===== config.mk =====
export PLATFORM = sky130hd
export DESIGN_NAME = mem_arbiter
export DESIGN_NICKNAME = d
export VERILOG_FILES = /design/src/rtl/mem_arb_pkg.sv /design/src/rtl/rr_pick2.sv /design/src/rtl/mem_arbiter.sv
export SDC_FILE = /design/constraint.sdc
export NUM_CORES = 1
export LEC_CHECK = 0
export CORE_MARGIN = 2
export CORE_UTILIZATION = 34
export DETAILED_ROUTE_END_ITERATION = 10
export PLACE_DENSITY_LB_ADDON = 0.05
export SYNTH_ARGS = -nofsm -noshare
export SYNTH_HDL_FRONTEND = slang
export SYNTH_HIERARCHICAL = 1
export SYNTH_SLANG_ARGS = --single-unit

===== constraint.sdc =====
create_clock -name clock -period 2 [get_ports clock]
set_clock_uncertainty 0.05 [all_clocks]
set_input_delay 0.3 -clock clock [delete_from_list [all_inputs] [get_ports clock]]
set_output_delay 0.3 -clock clock [all_outputs]
set_load 0.03 [all_outputs]

===== src/rtl/mem_arb_pkg.sv =====
// Shared definitions for the instruction/data memory arbiter:
// FSM state encoding, grant codes and timeout counter width.
package mem_arb_pkg;

    typedef enum logic [1:0] {
        IDLE = 2'd0,
        BUSY = 2'd1,
        RESP = 2'd2
    } state_t;

    localparam logic GNT_I = 1'b0;
    localparam logic GNT_D = 1'b1;

    // Width of the mem_ack timeout counter (TIMEOUT must fit in it).
    localparam int unsigned CNT_W = 8;

endpackage


===== src/rtl/rr_pick2.sv =====
// Combinational two-way round-robin pick between fetch and data ports.
// On a tie the port that was not granted last wins.
module rr_pick2
    import mem_arb_pkg::*;
(
    input  logic i_req,
    input  logic d_req,
    input  logic last_grant,
    output logic grant
);

    // Single requester wins outright; a tie alternates against last_grant.
    always_comb begin
        grant = GNT_I;
        if (i_req && d_req) begin
            grant = ~last_grant;
        end else if (d_req) begin
            grant = GNT_D;
        end
    end

endmodule


===== src/rtl/mem_arbiter.sv =====
// Arbiter sharing one single-ported, variable-latency memory between the
// instruction-fetch and data ports. Each access runs grant -> BUSY (memory
// handshake) -> RESP (one-cycle done pulse).
// Optional macro MEM_ARB_TIMEOUT_EN adds a mem_ack timeout that aborts the
// access and pulses bus_error alongside the done pulse.
module mem_arbiter
    import mem_arb_pkg::*;
#(
    parameter int unsigned ADDR_W  = 32,
    parameter int unsigned DATA_W  = 32,
    parameter int unsigned TIMEOUT = 255
) (
    input  logic              clock,
    input  logic              reset,
    input  logic              i_req,
    input  logic [ADDR_W-1:0] i_addr,
    output logic              i_done,
    output logic [DATA_W-1:0] i_rdata,
    input  logic              d_req,
    input  logic              d_we,
    input  logic [ADDR_W-1:0] d_addr,
    input  logic [DATA_W-1:0] d_wdata,
    output logic              d_done,
    output logic [DATA_W-1:0] d_rdata,
    output logic              mem_req,
    output logic              mem_we,
    output logic [ADDR_W-1:0] mem_addr,
    output logic [DATA_W-1:0] mem_wdata,
    input  logic              mem_ack,
    input  logic [DATA_W-1:0] mem_rdata,
    output logic              bus_error
);

    if (TIMEOUT < 1 || TIMEOUT > 255) begin : g_bad_timeout
        $error("mem_arbiter: TIMEOUT must be in 1..255");
    end

    state_t            state_q, state_d;
    logic              last_grant_q;
    logic              gnt_q;
    logic              pick;
    logic              grant_take;
    logic              ack_take;
    logic [ADDR_W-1:0] mem_addr_q;
    logic [DATA_W-1:0] mem_wdata_q;
    logic              mem_we_q;
    logic [DATA_W-1:0] i_rdata_q;
    logic [DATA_W-1:0] d_rdata_q;
    logic              timeout_hit;

    rr_pick2 u_pick (
        .i_req      (i_req),
        .d_req      (d_req),
        .last_grant (last_grant_q),
        .grant      (pick)
    );

    assign grant_take = (state_q == IDLE) && (i_req || d_req);
    assign ack_take   = (state_q == BUSY) && mem_ack;

`ifdef MEM_ARB_TIMEOUT_EN
    localparam logic [CNT_W-1:0] CNT_LAST = CNT_W'(TIMEOUT - 1);

    logic [CNT_W-1:0] cnt_q;
    logic             err_q;

    // Count BUSY cycles without ack; an ack on the final cycle still wins.
    assign timeout_hit = (state_q == BUSY) && !mem_ack && (cnt_q == CNT_LAST);

    // Timeout counter and abort flag; err_q is only consumed in RESP.
    always_ff @(posedge clock or negedge reset) begin
        if (!reset) begin
            cnt_q <= '0;
            err_q <= 1'b0;
        end else begin
            if (grant_take) begin
                cnt_q <= '0;
            end else if (state_q == BUSY && !mem_ack) begin
                cnt_q <= cnt_q + 1'b1;
            end
            if (state_q == BUSY) begin
                err_q <= timeout_hit;
            end
        end
    end

    assign bus_error = (state_q == RESP) && err_q;
`else
    assign timeout_hit = 1'b0;
    assign bus_error   = 1'b0;
`endif

    // State register.
    always_ff @(posedge clock or negedge reset) begin
        if (!reset) begin
            state_q <= IDLE;
        end else begin
            state_q <= state_d;
        end
    end

    // Next-state logic; RESP never grants, so peak rate is one access per 3 cycles.
    always_comb begin
        state_d = state_q;
        unique case (state_q)
            IDLE: if (i_req || d_req) state_d = BUSY;
            BUSY: if (mem_ack || timeout_hit) state_d = RESP;
            RESP: state_d = IDLE;
            default: state_d = IDLE;
        endcase
    end

    // Grant bookkeeping, memory request registers and read-data capture.
    always_ff @(posedge clock or negedge reset) begin
        if (!reset) begin
            last_grant_q <= GNT_D;
            gnt_q        <= GNT_I;
            mem_addr_q   <= '0;
            mem_wdata_q  <= '0;
            mem_we_q     <= 1'b0;
            i_rdata_q    <= '0;
            d_rdata_q    <= '0;
        end else begin
            if (grant_take) begin
                gnt_q        <= pick;
                last_grant_q <= pick;
                if (pick == GNT_D) begin
                    mem_addr_q  <= d_addr;
                    mem_we_q    <= d_we;
                    mem_wdata_q <= d_wdata;
                end else begin
                    mem_addr_q <= i_addr;
                    mem_we_q   <= 1'b0;
                end
            end
            if (ack_take) begin
                if (gnt_q == GNT_I) begin
                    i_rdata_q <= mem_rdata;
                end else if (!mem_we_q) begin
                    d_rdata_q <= mem_rdata;
                end
            end
        end
    end

    // mem_req follows state so an asynchronous reset drops it at once.
    assign mem_req   = (state_q == BUSY);
    assign mem_we    = mem_we_q;
    assign mem_addr  = mem_addr_q;
    assign mem_wdata = mem_wdata_q;
    assign i_done    = (state_q == RESP) && (gnt_q == GNT_I);
    assign d_done    = (state_q == RESP) && (gnt_q == GNT_D);
    assign i_rdata   = i_rdata_q;
    assign d_rdata   = d_rdata_q;

endmodule


==> results of run 1 <==
## final timing paths
check                       startpoint            end  slack [ns]  depth (start not counted)
max reg2reg                 state_q[0]  mem_wdata[29]        0.08                          3
min in group clock                d_we         mem_we        0.43                          3
max                              d_req  mem_wdata[29]        0.07                          5
min                              reset  mem_wdata[18]        0.39                          3
min reg2reg                d_rdata[14]    d_rdata[14]        0.44                          1
max in group asynchronous        reset     d_rdata[7]        1.14                          3
## repair_timing
item | in CTS | in global routing
pin swaps | 0 | 0
gates resized for setup | 3 | 4
endpoints found under the hold margin | 132 | 0
hold buffers | 1 | 0
cloned | 0 | 0
endpoints found under the setup margin | 3 | 3
## per-stage QoR
stage               instance area, um2  cells  hold slack (ns)  setup slack (ns)
finish                            9070    840            0.395            0.0704
global route                      9070    840            0.416           0.00105
CTS                               9060    840            0.404            0.0167
detailed placement                8500    809            0.289            -0.338
global placement                  8500    809            0.288            -0.324
floorplan                         5480    332          -0.0456             0.209
## where the power goes
| part | switching [mW] | internal (mW) | leakage (nW) | total [mW] |
|---|---|---|---|---|
| sequential | 0.737 | 4.08 | 1.58 | 4.82 |
| clock | 1.15 | 1.82 | 0.267 | 2.97 |
| combinational | 4.39 | 4.19 | 1.98 | 8.58 |
## worst register-to-register path: stages, from the launching register on
cell and delay [ns]:
dfrtp_1 0.47, or4b_2 0.74, buf_12 0.22, mux2_4 0.34
## Yosys cell counts
cell,count
dfrtp_1,132
mux2_2,131
mux2_4,28
buf_2,9
inv_1,5
buf_4,3
buf_6,3
clkbuf_1,3
nor2_1,2
nor3_2,2
nor3b_1,2
o21ai_0,2
a21boi_2,1
a21o_1,1
conb_1,1
dfstp_2,1
mux2_1,1
mux2i_1,1
nand2_1,1
nand3b_1,1
nor2b_1,1
or4b_1,1
## sequential cells by signal (all words and copies together) (netlist names)
signal,flops
mem_wdata,32
i_rdata,32
d_rdata,32
last_grant_q,1
mem_addr,32
state_q,2
gnt_q,1
mem_we,1
## layer usage
layer | wire (um) | GRT usage, % | vias to the layer above
met5 | 0 | 0 | -
met4 | 234 | 5.13 | 0
met3 | 1270 | 7.08 | 15
met2 | 7220 | 28.4 | 148
met1 | 5850 | 19.6 | 1841
li1 | - | - | 1739
## logic make-up (layout without fill, tap and decap cells)
kind of cell,count (synthesis),in the layout,synth area share (%)
multiplexers,161,161,35.0
AO/OA/AOI/OAI,4,4,0.525
other,1,1,0.0684
AND/OR/NAND/NOR,10,10,1.28
flip-flops,133,133,60.8
buffers and inverters,23,315,2.40
## final cells by class
| class | instances | share of cell area [%] |
|---|---|---|
| clock buffers | 17 | 4.69 |
| inverters | 5 | 0.207 |
| repair buffers | 280 | 31.3 |
| flip-flops and latches | 133 | 36.7 |
| well taps | 216 | 2.98 |
| clock inverters | 13 | 1.50 |
| multi-input cells | 176 | 22.6 |
==> results.py, run 1 <==
metrics = {
    "routing": {
        "wl_per_cell_um": 17.4,
        "vias_per_cell": 4.46,
        "drt_wl_total_um": 14600,
        "firstDrtPassIters": 4,
        "ant_nets": 0,
        "drt_iter0_drc": 89,
        "drc": 0,
        "via_count": 3743,
    },
    "run": {
        "drv_cap": 0,
    },
    "synthesis": {
        "syn-num-nets": 466,
        "yosysSeqAreaShare_pct": 60.8,
        "synth_top_area_share_pct": 60.3,
        "synth.distinct_cells": 22,
        "yosys.area.top_type": "dfrtp_1",
        "netlist_area_mm2": 0.00548,
        "ys_ff_latch": 133,
        "syn_inst": 332,
        "postSynthAreaPerCell_um2": 16.5,
        "synth_area_leaders": "dfrtp_1, mux2_2, mux2_4, buf_2, buf_6",
        "yosys_warnings": 6,
    },
    "timing": {
        "rsz0062_at_grt": "no",
        "period_share_pct": 96.5,
        "final.setup.tns_ns": 0,
        "setup_viol": 0,
        "max_freq_mhz": 518,
        "drv_slew": 0,
        "hold_viol_final": 0,
        "period_needed_ns": 1.93,
    },
    "power_and_ir_drop": {
        "p_per_area_mw_per_mm2": 1810,
        "p_leak_nw": 3.82,
        "ir_drop_uv": 858,
        "power_mw": 16.4,
    },
    "setup_path": {
        "crit_type": "input pin to register",
        "crit_slowest_cell": "or4b_2",
        "critPathCaptureType": "register",
        "max_stage_delay_ns": 0.67,
        "cp_max_fo": 26,
        "crit_required_ns": 2.23,
        "critical_path_buf_inv_count": 2,
        "cp_cell_sequence": "clkdlybuf4s50_1, a21boi_4, or4b_2, buf_12, mux2_4",
        "path_delay_family": "buffers and inverters",
        "cp-start-kind": "input pin",
        "critical_path_arrival_ns": 2.16,
    },
    "finish": {
        "seqCellArea_mm2": 0.00333,
        "final_cell_mix": "clkdlybuf4s50_1, dfrtp_1, mux2_2",
        "final_common_cell": "clkdlybuf4s50_1",
        "multiInputGateArea_mm2": 0.00205,
        "final_util_pct": 57.3,
        "layout-drive-gt1-share_pct": 33.7,
        "final_nets": 747,
        "fillCellCount": 1275,
        "num_antenna_cells": 0,
        "syn2layout_area_growth_pct": 65.4,
    },
    "floorplan": {
        "fp.dieW_um": 131,
        "die_h_um": 131,
        "num_rows": 46,
        "start_util_pct": 34.6,
        "coreArea_mm2": 0.0158,
        "die-area_mm2": 0.0172,
        "ios": 267,
    },
    "global_route": {
        "first_global_vias": 3963,
        "grt_pass1_wl_um": 21700,
        "grt_antenna_before_repair": 0,
        "grt-ovfl-total": 0,
        "grt_max_degree": 75,
        "grt_use_total_pct": 16.8,
    },
    "place": {
        "port-buffer-count": 265,
        "finalWeightedCongestion": 0.787,
        "dp_hpwl_um": 10900,
    },
    "clock_tree": {
        "path_clk_slew_ns": 0.06,
        "cts_tree": "done",
        "cts_buffers": 17,
        "clock_latency_ns": 0.40,
        "clk_path_buf_depth": 2,
        "cts_root_buffer": "clkbuf_16",
        "cts_sinks": 133,
        "cts_max_level": 4,
        "post-cts-setup-buffer-count": 0,
    },
    "status": {
        "outcome": "finished clean",
    },
    "min_path": {
        "hold_path.class": "input pin to async pin",
    },
}
Note: power is estimated with default switching activity, not from simulation.
==> run 2, diff against run 1 <==
--- a/config.mk
+++ b/config.mk
@@ -8,6 +8,7 @@
 export CORE_MARGIN = 2
 export CORE_UTILIZATION = 34
 export DETAILED_ROUTE_END_ITERATION = 10
+export DONT_BUFFER_PORTS = 1
 export PLACE_DENSITY_LB_ADDON = 0.05
 export SYNTH_ARGS = -nofsm -noshare
 export SYNTH_HDL_FRONTEND = slang
==> run 2 against run 1 <==
Against the previous run:
- the run now ends with negative hold slack left
- final cell count shrank 24%
- global-route usage is 3.0 points lower
- sequential cell count did not move
- sequential share of layout area up 11 points
- critical path depth fell by 1
- sequential power rose by 62%
- first-iteration DRC count fell by 10%
- die area unchanged
- power is 18% lower
- combinational power shrank 68%
- largest cell class unchanged
==> results.py, run 2 (synthesized netlist as in run 1, its figures left out) <==
metrics = {
    "clock_tree": {
        "clk_path_buf_depth": 2,
        "cts_root_buffer": "clkbuf_16",
        "cts_resized": 0,
        "path_clk_slew_ns": 0.05,
        "cts_max_level": 4,
        "hold_buffers": 66,
        "post-cts-setup-buffer-count": 0,
        "cts_sinks": 133,
        "cts_tree": "done",
        "clock_latency_ns": 0.41,
        "cts_buffers": 17,
    },
    "timing": {
        "timing.hold.ws_ns": -0.464,
        "setup_viol": 0,
        "max_freq_mhz": 532,
        "period_share_pct": 94.0,
        "final.setup.tns_ns": 0,
        "drv_slew": 0,
        "fin_ws_ns": 0.120,
        "rsz0062_at_grt": "no",
        "period_needed_ns": 1.88,
        "hold_viol_final": 133,
    },
    "setup_path": {
        "crit_required_ns": 2.23,
        "worst-path-stages": 4,
        "critPathCaptureType": "register",
        "critical_path_buf_inv_count": 1,
        "cp_cell_sequence": "a21boi_4, or4b_2, buf_12, mux2_4",
        "critPathLaunch": "last_grant_q",
        "crit_slowest_cell": "or4b_2",
        "cp_max_fo": 34,
        "r2r-end": "mem_wdata[9]",
        "timing.rr.start": "last_grant_q",
        "cp-start-kind": "register",
        "max_stage_delay_ns": 0.64,
        "cp-endpoint": "mem_wdata[9]",
        "ff2ff_path_depth": 4,
        "r2r_slack_ns": 0.12,
        "path_delay_family": "simple AND/OR/NAND/NOR gates",
        "critical_path_arrival_ns": 2.11,
        "crit_type": "register to register",
    },
    "floorplan": {
        "ios": 267,
        "start_util_pct": 34.6,
        "num_rows": 46,
        "coreArea_mm2": 0.0158,
        "die_h_um": 131,
        "die-area_mm2": 0.0172,
        "fp.dieW_um": 131,
    },
    "routing": {
        "firstDrtPassIters": 3,
        "vias_per_cell": 4.73,
        "drc": 0,
        "drt_wl_total_um": 12300,
        "ant_nets": 0,
        "drt_iter0_drc": 80,
        "wl_per_cell_um": 19.3,
        "via_count": 3010,
    },
    "global_route": {
        "first_global_vias": 3125,
        "grt-ovfl-total": 0,
        "grt_antenna_before_repair": 0,
        "grt_pass1_wl_um": 17500,
        "grt_max_degree": 134,
        "grt_use_total_pct": 13.8,
    },
    "status": {
        "violations": "negative hold slack",
        "outcome": "finished with violations",
    },
    "finish": {
        "final_cell_mix": "dfrtp_1, mux2_2, dlygate4sd3_1",
        "layout-drive-gt1-share_pct": 47.6,
        "syn2layout_area_growth_pct": 27.4,
        "final_util_pct": 44.1,
        "instances_no_fill": 636,
        "num_antenna_cells": 0,
        "final_common_cell": "dfrtp_1",
        "final_nets": 544,
        "final_cell_area_mm2": 0.00698,
    },
    "power_and_ir_drop": {
        "p_per_area_mw_per_mm2": 1920,
        "ir_drop_uv": 715,
        "power_mw": 13.4,
        "p_leak_nw": 3.02,
    },
    "place": {
        "port-buffer-count": 0,
        "placed_cell_area_mm2": 0.00580,
        "dp_hpwl_um": 7910,
        "pre_cts_ws_ns": 0.141,
        "dp_cells": 541,
        "finalWeightedCongestion": 0.683,
    },
    "min_path": {
        "hold_path.class": "input pin to async pin",
    },
    "run": {
        "drv_cap": 0,
    },
}
[run 2: power breakdown]
part           total (mW)  internal (mW)  leakage, nW  switching [mW]
combinational        2.77           1.84         1.19           0.925
clock                2.81           1.75        0.256            1.06
sequential           7.81           4.05         1.58            3.76
total                13.4           7.63         3.02            5.75
[run 2: worst reg2reg max path, stage by stage (launching register included)]
cell and delay, ns:
dfstp_2 0.38, a21boi_4 0.12, or4b_2 0.64, buf_12 0.23, mux2_4 0.34
[run 2: layer usage]
metal,GRT usage [%],vias to the layer above,part of all wire [%]
met2,22.7,152,51
met4,5.32,0,1.4
met5,0,-,0
met3,6.76,11,9.6
met1,15.5,1521,38
li1,-,1326,-
[run 2: cell type report]
| cell class | instances | area, um2 |
|---|---|---|
| clock inverters | 5 | 52.6 |
| fillers | 1421 | 8840 |
| clock buffers | 24 | 472 |
| well taps | 216 | 270 |
| flip-flops and latches | 133 | 3330 |
| repair buffers | 77 | 793 |
| inverters | 5 | 18.8 |
| multi-input cells | 176 | 2050 |
[run 2: worst min-delay path by stage]
stage,startpoint,end,slack [ns],depth (start not counted)
2_1_floorplan,reset,d_rdata[0],-0.05,0
3_3_place_gp,reset,mem_wdata[15],-0.04,0
3_5_place_dp,reset,mem_wdata[18],-0.04,0
4_1_cts,reset,mem_wdata[21],-0.49,0
5_1_grt,reset,mem_wdata[21],-0.50,0
6_report,reset,mem_wdata[21],-0.46,0
